## src/rtl/dma_hold_master_pkg.sv

```systemverilog
// Shared definitions for the hold/holdACK memory-to-memory copy engine.
package dma_hold_master_pkg;

    // Default dmem word-address width (64 words).
    localparam int DEFAULT_AW = 6;

    // Controller states, 3-bit encoding.
    typedef enum logic [2:0] {
        ST_IDLE    = 3'd0,
        ST_REQ     = 3'd1,
        ST_READ    = 3'd2,
        ST_WRITE   = 3'd3,
        ST_RELEASE = 3'd4,
        ST_DONE    = 3'd5
    } state_t;

endpackage

```

## src/rtl/dma_hold_master.sv

```systemverilog
// Memory-to-memory copy engine that borrows the dmem port from the CPU
// through the hold/holdACK handshake, copying up to `burst` words per tenure.
module dma_hold_master
    import dma_hold_master_pkg::*;
#(
    parameter int wide  = 32,
    parameter int aw    = DEFAULT_AW,
    parameter int burst = 8
) (
    input  logic            clk,
    input  logic            rst,
    input  logic            start,
    input  logic [aw-1:0]   src_addr,
    input  logic [aw-1:0]   dst_addr,
    input  logic [aw:0]     len,
    output logic            hold,
    input  logic            holdACK,
    output logic [aw-1:0]   dm_a,
    output logic [wide-1:0] dm_d,
    output logic            dm_we,
    input  logic [wide-1:0] dm_q,
    output logic            busy,
    output logic            done,
    output logic            err
);

    // Burst counter only needs to reach `burst`.
    localparam int CW = $clog2(burst + 1);
    localparam logic [CW-1:0] BURST_LIM = CW'(burst);
    localparam logic [aw:0]   LAST_WORD = (aw + 1)'(1);

    state_t         state;
    state_t         state_next;
    logic [aw-1:0]  src_ptr;
    logic [aw-1:0]  dst_ptr;
    logic [aw:0]    remaining;
    logic [CW-1:0]  burst_cnt;
    logic [wide-1:0] word_buf;

    // State register; reset drops any in-flight transfer.
    always_ff @(posedge clk or negedge rst) begin
        if (!rst) begin
            state <= ST_IDLE;
        end else begin
            state <= state_next;
        end
    end

    // Datapath: pointers, word counters, read buffer and sticky abort flag.
    always_ff @(posedge clk or negedge rst) begin
        if (!rst) begin
            src_ptr   <= '0;
            dst_ptr   <= '0;
            remaining <= '0;
            burst_cnt <= '0;
            word_buf  <= '0;
            err       <= 1'b0;
        end else begin
            case (state)
                ST_IDLE: begin
                    if (start) begin
                        err <= 1'b0;
                        if (len != '0) begin
                            src_ptr   <= src_addr;
                            dst_ptr   <= dst_addr;
                            remaining <= len;
                        end
                    end
                end
                ST_REQ: begin
                    if (holdACK) begin
                        burst_cnt <= '0;
                    end
                end
                ST_READ: begin
                    if (holdACK) begin
                        word_buf <= dm_q;
                    end else begin
                        err <= 1'b1;
                    end
                end
                ST_WRITE: begin
                    if (holdACK) begin
                        src_ptr   <= src_ptr + aw'(1);
                        dst_ptr   <= dst_ptr + aw'(1);
                        remaining <= remaining - LAST_WORD;
                        burst_cnt <= burst_cnt + CW'(1);
                    end else begin
                        err <= 1'b1;
                    end
                end
                default: begin
                end
            endcase
        end
    end

    // Next-state and bus outputs; bus lines sit at zero outside READ/WRITE.
    always_comb begin
        state_next = state;
        hold       = 1'b0;
        dm_a       = '0;
        dm_d       = '0;
        dm_we      = 1'b0;
        busy       = (state != ST_IDLE);
        done       = 1'b0;
        case (state)
            ST_IDLE: begin
                if (start) begin
                    state_next = (len == '0) ? ST_DONE : ST_REQ;
                end
            end
            ST_REQ: begin
                hold = 1'b1;
                if (holdACK) begin
                    state_next = ST_READ;
                end
            end
            ST_READ: begin
                hold = 1'b1;
                dm_a = src_ptr;
                state_next = holdACK ? ST_WRITE : ST_RELEASE;
            end
            ST_WRITE: begin
                hold  = 1'b1;
                dm_a  = dst_ptr;
                dm_d  = word_buf;
                dm_we = holdACK;
                if (!holdACK) begin
                    state_next = ST_RELEASE;
                end else if (remaining == LAST_WORD) begin
                    state_next = ST_RELEASE;
                end else if (burst_cnt + CW'(1) == BURST_LIM) begin
                    state_next = ST_RELEASE;
                end else begin
                    state_next = ST_READ;
                end
            end
            ST_RELEASE: begin
                state_next = (err || remaining == '0) ? ST_DONE : ST_REQ;
            end
            ST_DONE: begin
                done       = 1'b1;
                state_next = ST_IDLE;
            end
            default: begin
                state_next = ST_IDLE;
            end
        endcase
    end

endmodule

```

## config.mk

```make
export PLATFORM = sky130hd
export DESIGN_NAME = dma_hold_master
export DESIGN_NICKNAME = d
export VERILOG_FILES = /design/src/rtl/dma_hold_master_pkg.sv /design/src/rtl/dma_hold_master.sv
export SDC_FILE = /design/constraint.sdc
export NUM_CORES = 1
export LEC_CHECK = 0
export CAP_MARGIN = 20
export CORE_MARGIN = 2
export CORE_UTILIZATION = 43
export DETAILED_ROUTE_END_ITERATION = 6
export PLACE_DENSITY = 0.79
export RECOVER_POWER = 25
export SKIP_CTS_REPAIR_TIMING = 1
export SYNTH_ARGS = -nofsm -noshare
export SYNTH_HDL_FRONTEND = slang
export SYNTH_SLANG_ARGS = --single-unit
```

## constraint.sdc

```tcl
create_clock -name clk -period 1.9 [get_ports clk]
set_clock_uncertainty 0.05 [all_clocks]
set_input_delay 0.38 -clock clk [delete_from_list [all_inputs] [get_ports clk]]
set_output_delay 0.38 -clock clk [all_outputs]
set_load 0.01 [all_outputs]
```

Yosys cells after proc, flatten, opt, wreduce, memory -nomap -nowiden
Index checks and enable logic that the tools add are counted.
- register bits after elaboration: 59
- output and inout bits: 43
- $add $sub $neg: 4
- equal/unequal tests: 12
- multiplexer cells: 32
- reductions and logical operators: 16
- operators with widths (operator ; number):
    2-to-1 mux 6 bit ; 6
    one-hot mux 6 bit (2 select lines) ; 3
    2-to-1 mux 32 bit ; 1
    2-to-1 mux 3 bit ; 8
    2-to-1 mux 7 bit ; 3
    one-hot mux 3 bit (5 select lines) ; 1
    logical NOT 7 bit ; 2
    one-hot mux 7 bit (2 select lines) ; 1
    adder 6 x 1 -> 6 bit, second input constant ; 2
    != test 2 bit, second input constant ; 5
    2-to-1 mux 4 bit ; 2
    one-hot mux 4 bit (2 select lines) ; 1
    == test 7 x 1 -> 1 bit, second input constant ; 1
    nonzero test 7 bit ; 1
    subtractor 7 x 1 -> 7 bit, second input constant ; 1
    == test 3 x 2 -> 1 bit, second input constant ; 2
    == test 3 bit, second input constant ; 2
    AND reduction 3 bit ; 2
    nonzero test 2 bit ; 3
    2-to-1 mux 1 bit ; 5
    adder 4 x 1 -> 4 bit, second input constant ; 1
    == test 4 bit, second input constant ; 1
    AND reduction 2 bit ; 2
    AND reduction 4 bit ; 1
    other kinds (7) ; 7

Depth between registers and ports, before layout
- depth in word-level cells: 6
- gate-level depth with buffers: 6
- gate-level depth less buffers: 6

Least setup slack after synthesis
No wires, ideal clock.
- path type: register -> register
- start point: register state[0]
- end point: register dst_ptr[0]
- setup time: 0.124 ns
- arrival time: 1.745 ns
- data required time: 1.726 ns
- path slack: -0.019 ns
- cell stages (with the launch flop): 7
- path buffers: 2
- period minus slack after synthesis: 1.919 ns
- cells stage by stage: dfrtp_1 > buf_6 > or3_4 > mux2i_4 > or2_1 > buf_2 > a211o_1
- longest elaborated chain between the ends: 3
- ends and longest elaborated chain (what ; RTL line ; text):
    from (decl) ; dma_hold_master.sv:32 ; state_t state;
    from (signal assigned) ; dma_hold_master.sv:45 ; state <= state_next;
    == test 3 x 2 -> 1 bit or logical NOT 3 bit (tied branches) ; dma_hold_master.sv:59 ; case (state)
    != test 2 bit (no line) or nonzero test 2 bit (tied branches) ; - ;
    AND reduction 4 bit (no line) ; - ;
    to (signal assigned) ; dma_hold_master.sv:65 ; dst_ptr <= dst_addr;
    to (signal assigned) ; dma_hold_master.sv:85 ; dst_ptr <= dst_ptr + aw'(1);
    to (decl) ; dma_hold_master.sv:35 ; logic [aw-1:0] dst_ptr;
Several ways; a longest one is shown, not always the timed one.
A chain may end at the register's enable or synchronous reset.

Worst setup path after layout
Ends and elaborated chain as after synthesis.

==> out/qor.txt <==
Run status = complete, but fails checks
Failing checks = setup timing
Synthesized Nets = 374
CP Class = reg -> reg
Synth cell types = 42
Fill cells = 510
Largest buffer count on any clock path = 2
Max-Cap Viols = 0
Switching share of power = 34.93%
Hold wc startpoint = len[3]
Post-route cell area = 5215 sq um
CP max-delay cell = dfrtp_2
Clock tree sinks = 59
Share of cells above drive strength 1 = 43.71%
CP max stage delay = 0.45 ns
Sw Pwr = 2.556 mW
Ys Warns = 0
Fin crit period = 2.068 ns
Worst Hold Path Cells = 4
Final core occ = 71.90%
H-Tree Depth = 3
Diode count = 0
Pint = 4.761 mW
Most frequent cells after synthesis = dfrtp_1 (59), and2_1 (34), mux2_2 (33)
Share of power burned in combinational logic = 49.3%
ANT nets after route = 0
Core area = 7253 sq um
Post-synthesis sequential area ratio = 45.93%
Max-slew violation count = 0
Final period utilization = 108.9%
Maximum clock rate = 483.5 MHz
CTS tree = done
Max VDD drop = 0.0007412 V
DPL Wire Length = 5.964 mm
Die H = 90.46 um
CP Data Required Time = 2.08 ns
Synth top area share = 45.93%
Final Power = 7.316 mW
Endpoint, Worst Hold = remaining[3]$_DFFE_PN0P_
Reg2Reg Depth = 6
Final Hold Fails = 0
Final wirelength = 9.611 mm
CP startpoint kind = flop
Synth area leader = dfrtp_1
Area occupied by multi-input gates = 1831 sq um
Max_slew headroom = 44.74%
Placement Rows = 31
Count leader, synth = dfrtp_1
Gpl congestion = 0.8686
Synth area leaders = dfrtp_1 (46%), mux2_2 (12%), and2_1 (6.6%)
Flop pwr share = 32.5%
Vias/cell = 5.591
Largest fanout on the critical path = 9
Vias in the first global route = 2,890
Largest net degree at the start of global routing = 60
Clk pwr share = 18.1%
Clock Latency Late Sink = 0.34 ns
Post-DP Area = 4474 sq um
Fin nets = 508
Synth-to-Final Area Change = 62.24%
Ordered list of cells on the worst path = buf_6 -> or3_4 -> mux2i_4 -> or2_4 -> buf_12 -> a211o_1
Worst-Margin Slew = 0.8290 ns
DP Worst Slack = -0.4082 ns
1st-pass router iterations = 6
Reg clk slew, reported paths = 0.07 ns
Grt ovf = 0
Reg-to-reg endpoint = dst_ptr[0]$_DFFE_PN0P_
Worst EP arrival = 2.25 ns
CP Capture Type = flop
Min-delay worst type = in -> reg
Num ports = 98
All-Layer GR Usage = 21.11%
Syn Inst Count = 314
Setup ws final = -0.1682 ns
Post-synth ARST share = 100.0%
Register Area = 1479 sq um
Syn avg cell area = 10.24 sq um
IO Port Bufs = 97
Final Setup Violations = 42
First-pass GRT wire length = 13.99 mm
Initial antenna violation count = 0
DRT iter0 DRCs = 153
RSZ-0062 raised after global routing = true
R2R Setup Slk = -0.17 ns
Hold WS = 0.4412 ns
Synthesized area = 3214 sq um
Initial Utilization = 44.32%
Wire per inst = 17.41 um
Power Density = 1403 nW/um^2
Synth Register Bits = 59
Num CTS Buffers = 9
Die Footprint = 8183 sq um
DRC violation count after routing = 0
Dominant synthesized flop cell = dfrtp_1
Die width = 90.46 um
CTS root buf = clkbuf_8
Number of synthesized flops with an enable pin = 0
Leak = 2.332 nW
Via count = 3,086
R2R Path Start = state[0]$_DFFE_PN0P_
==> through the flow <==
step	std cells	setup TNS, ns
2_1_floorplan	314	0
3_3_place_gp	517	-18.90
3_5_place_dp	517	-20.13
4_1_cts	533	-20.25
5_1_grt	552	-7.061
6_report	552	-4.665
==> critical path, delay by kind of cell, from the launching register on <==
family | cells | cell delay [ns]
buf+inv | 2 | 0.27
mux | 1 | 0.23
compound gates | 1 | 0.28
simple gates | 2 | 0.66
flops | 1 | 0.45
==> cell families (layout without fill, tap and decap cells) <==
group	after synthesis	in the layout	synth area share (%)
AOI/OAI and AO/OA	58	58	11.83
xor gates and xnor gates	1	1	0.2725
adders and majority gates	5	5	1.946
buffers and inverters	27	166	4.204
DFF	59	59	45.93
muxes	43	43	15.10
and+or+nand+nor	121	121	20.71
==> cell usage in the layout (no fill, tap or decap), types with 14 or more instances in the layout <==
cell type / Yosys / final
clkdlybuf4s50_1: 0 / 51
dfrtp_1: 59 / 57
mux2_2: 33 / 33
o21ai_0: 20 / 15
buf_6: 3 / 40
nor2_1: 25 / 25
and2_4: 0 / 29
buf_4: 0 / 25
nand2_1: 15 / 14
==> final cells by class <==
class,instances,area share (%)
Clock buffer,12,2.975
Clock inverter,4,1.392
Inverter,4,0.2879
Multi-Input combinational cell,228,35.10
Sequential cell,59,28.36
Tap cell,99,2.375
Timing Repair Buffer,146,29.51
==> sequential cells by signal (all words and copies together), names as in the netlist <==
signal     count
dst_ptr        6
src_ptr        6
err            1
remaining      7
state          3
burst_cnt      4
word_buf      32
==> how the worst max path moves through the flow <==
stage / startpoint / to / slack, ns / cells past startpoint
6_report: state[0]$_DFFE_PN0P_ / dst_ptr[0]$_DFFE_PN0P_ / -0.17 / 6
3_3_place_gp: len[3] / src_ptr[0]$_DFFE_PN0P_ / -0.37 / 6
5_1_grt: state[2]$_DFFE_PN0P_ / dm_d[25] / -0.21 / 5
4_1_cts: state[2]$_DFFE_PN0P_ / dm_d[25] / -0.56 / 4
3_5_place_dp: len[3] / dst_ptr[2]$_DFFE_PN0P_ / -0.41 / 7
2_1_floorplan: state[1]$_DFFE_PN0P_ / dst_ptr[0]$_DFFE_PN0P_ / 0.0002 / 6
==> power by group through the flow <==
| stage | logic, mW | registers [mW] | clock network [mW] |
|---|---|---|---|
| final | 3.61 | 2.38 | 1.33 |
| after global routing | 3.88 | 2.46 | 1.41 |
| after CTS | 2.83 | 2.31 | 1.34 |
| after detailed placement | 2.82 | 2.32 | 0 |
| after global placement | 2.73 | 2.28 | 0 |
| after floorplan | 1.77 | 2.17 | 0 |
==> routing by layer <==
layer / vias to the layer above / wire [um] / part of all wire (%) / GRT usage, %
li1: 1393 / - / - / -
met1: 1557 / 3819 / 40 / 26.66
met2: 120 / 5031 / 52 / 34.20
met3: 16 / 627 / 6.5 / 7.179
met4: 0 / 133 / 1.4 / 6.538
met5: - / 0 / 0 / 0
Power figures use the tool's default switching activity.
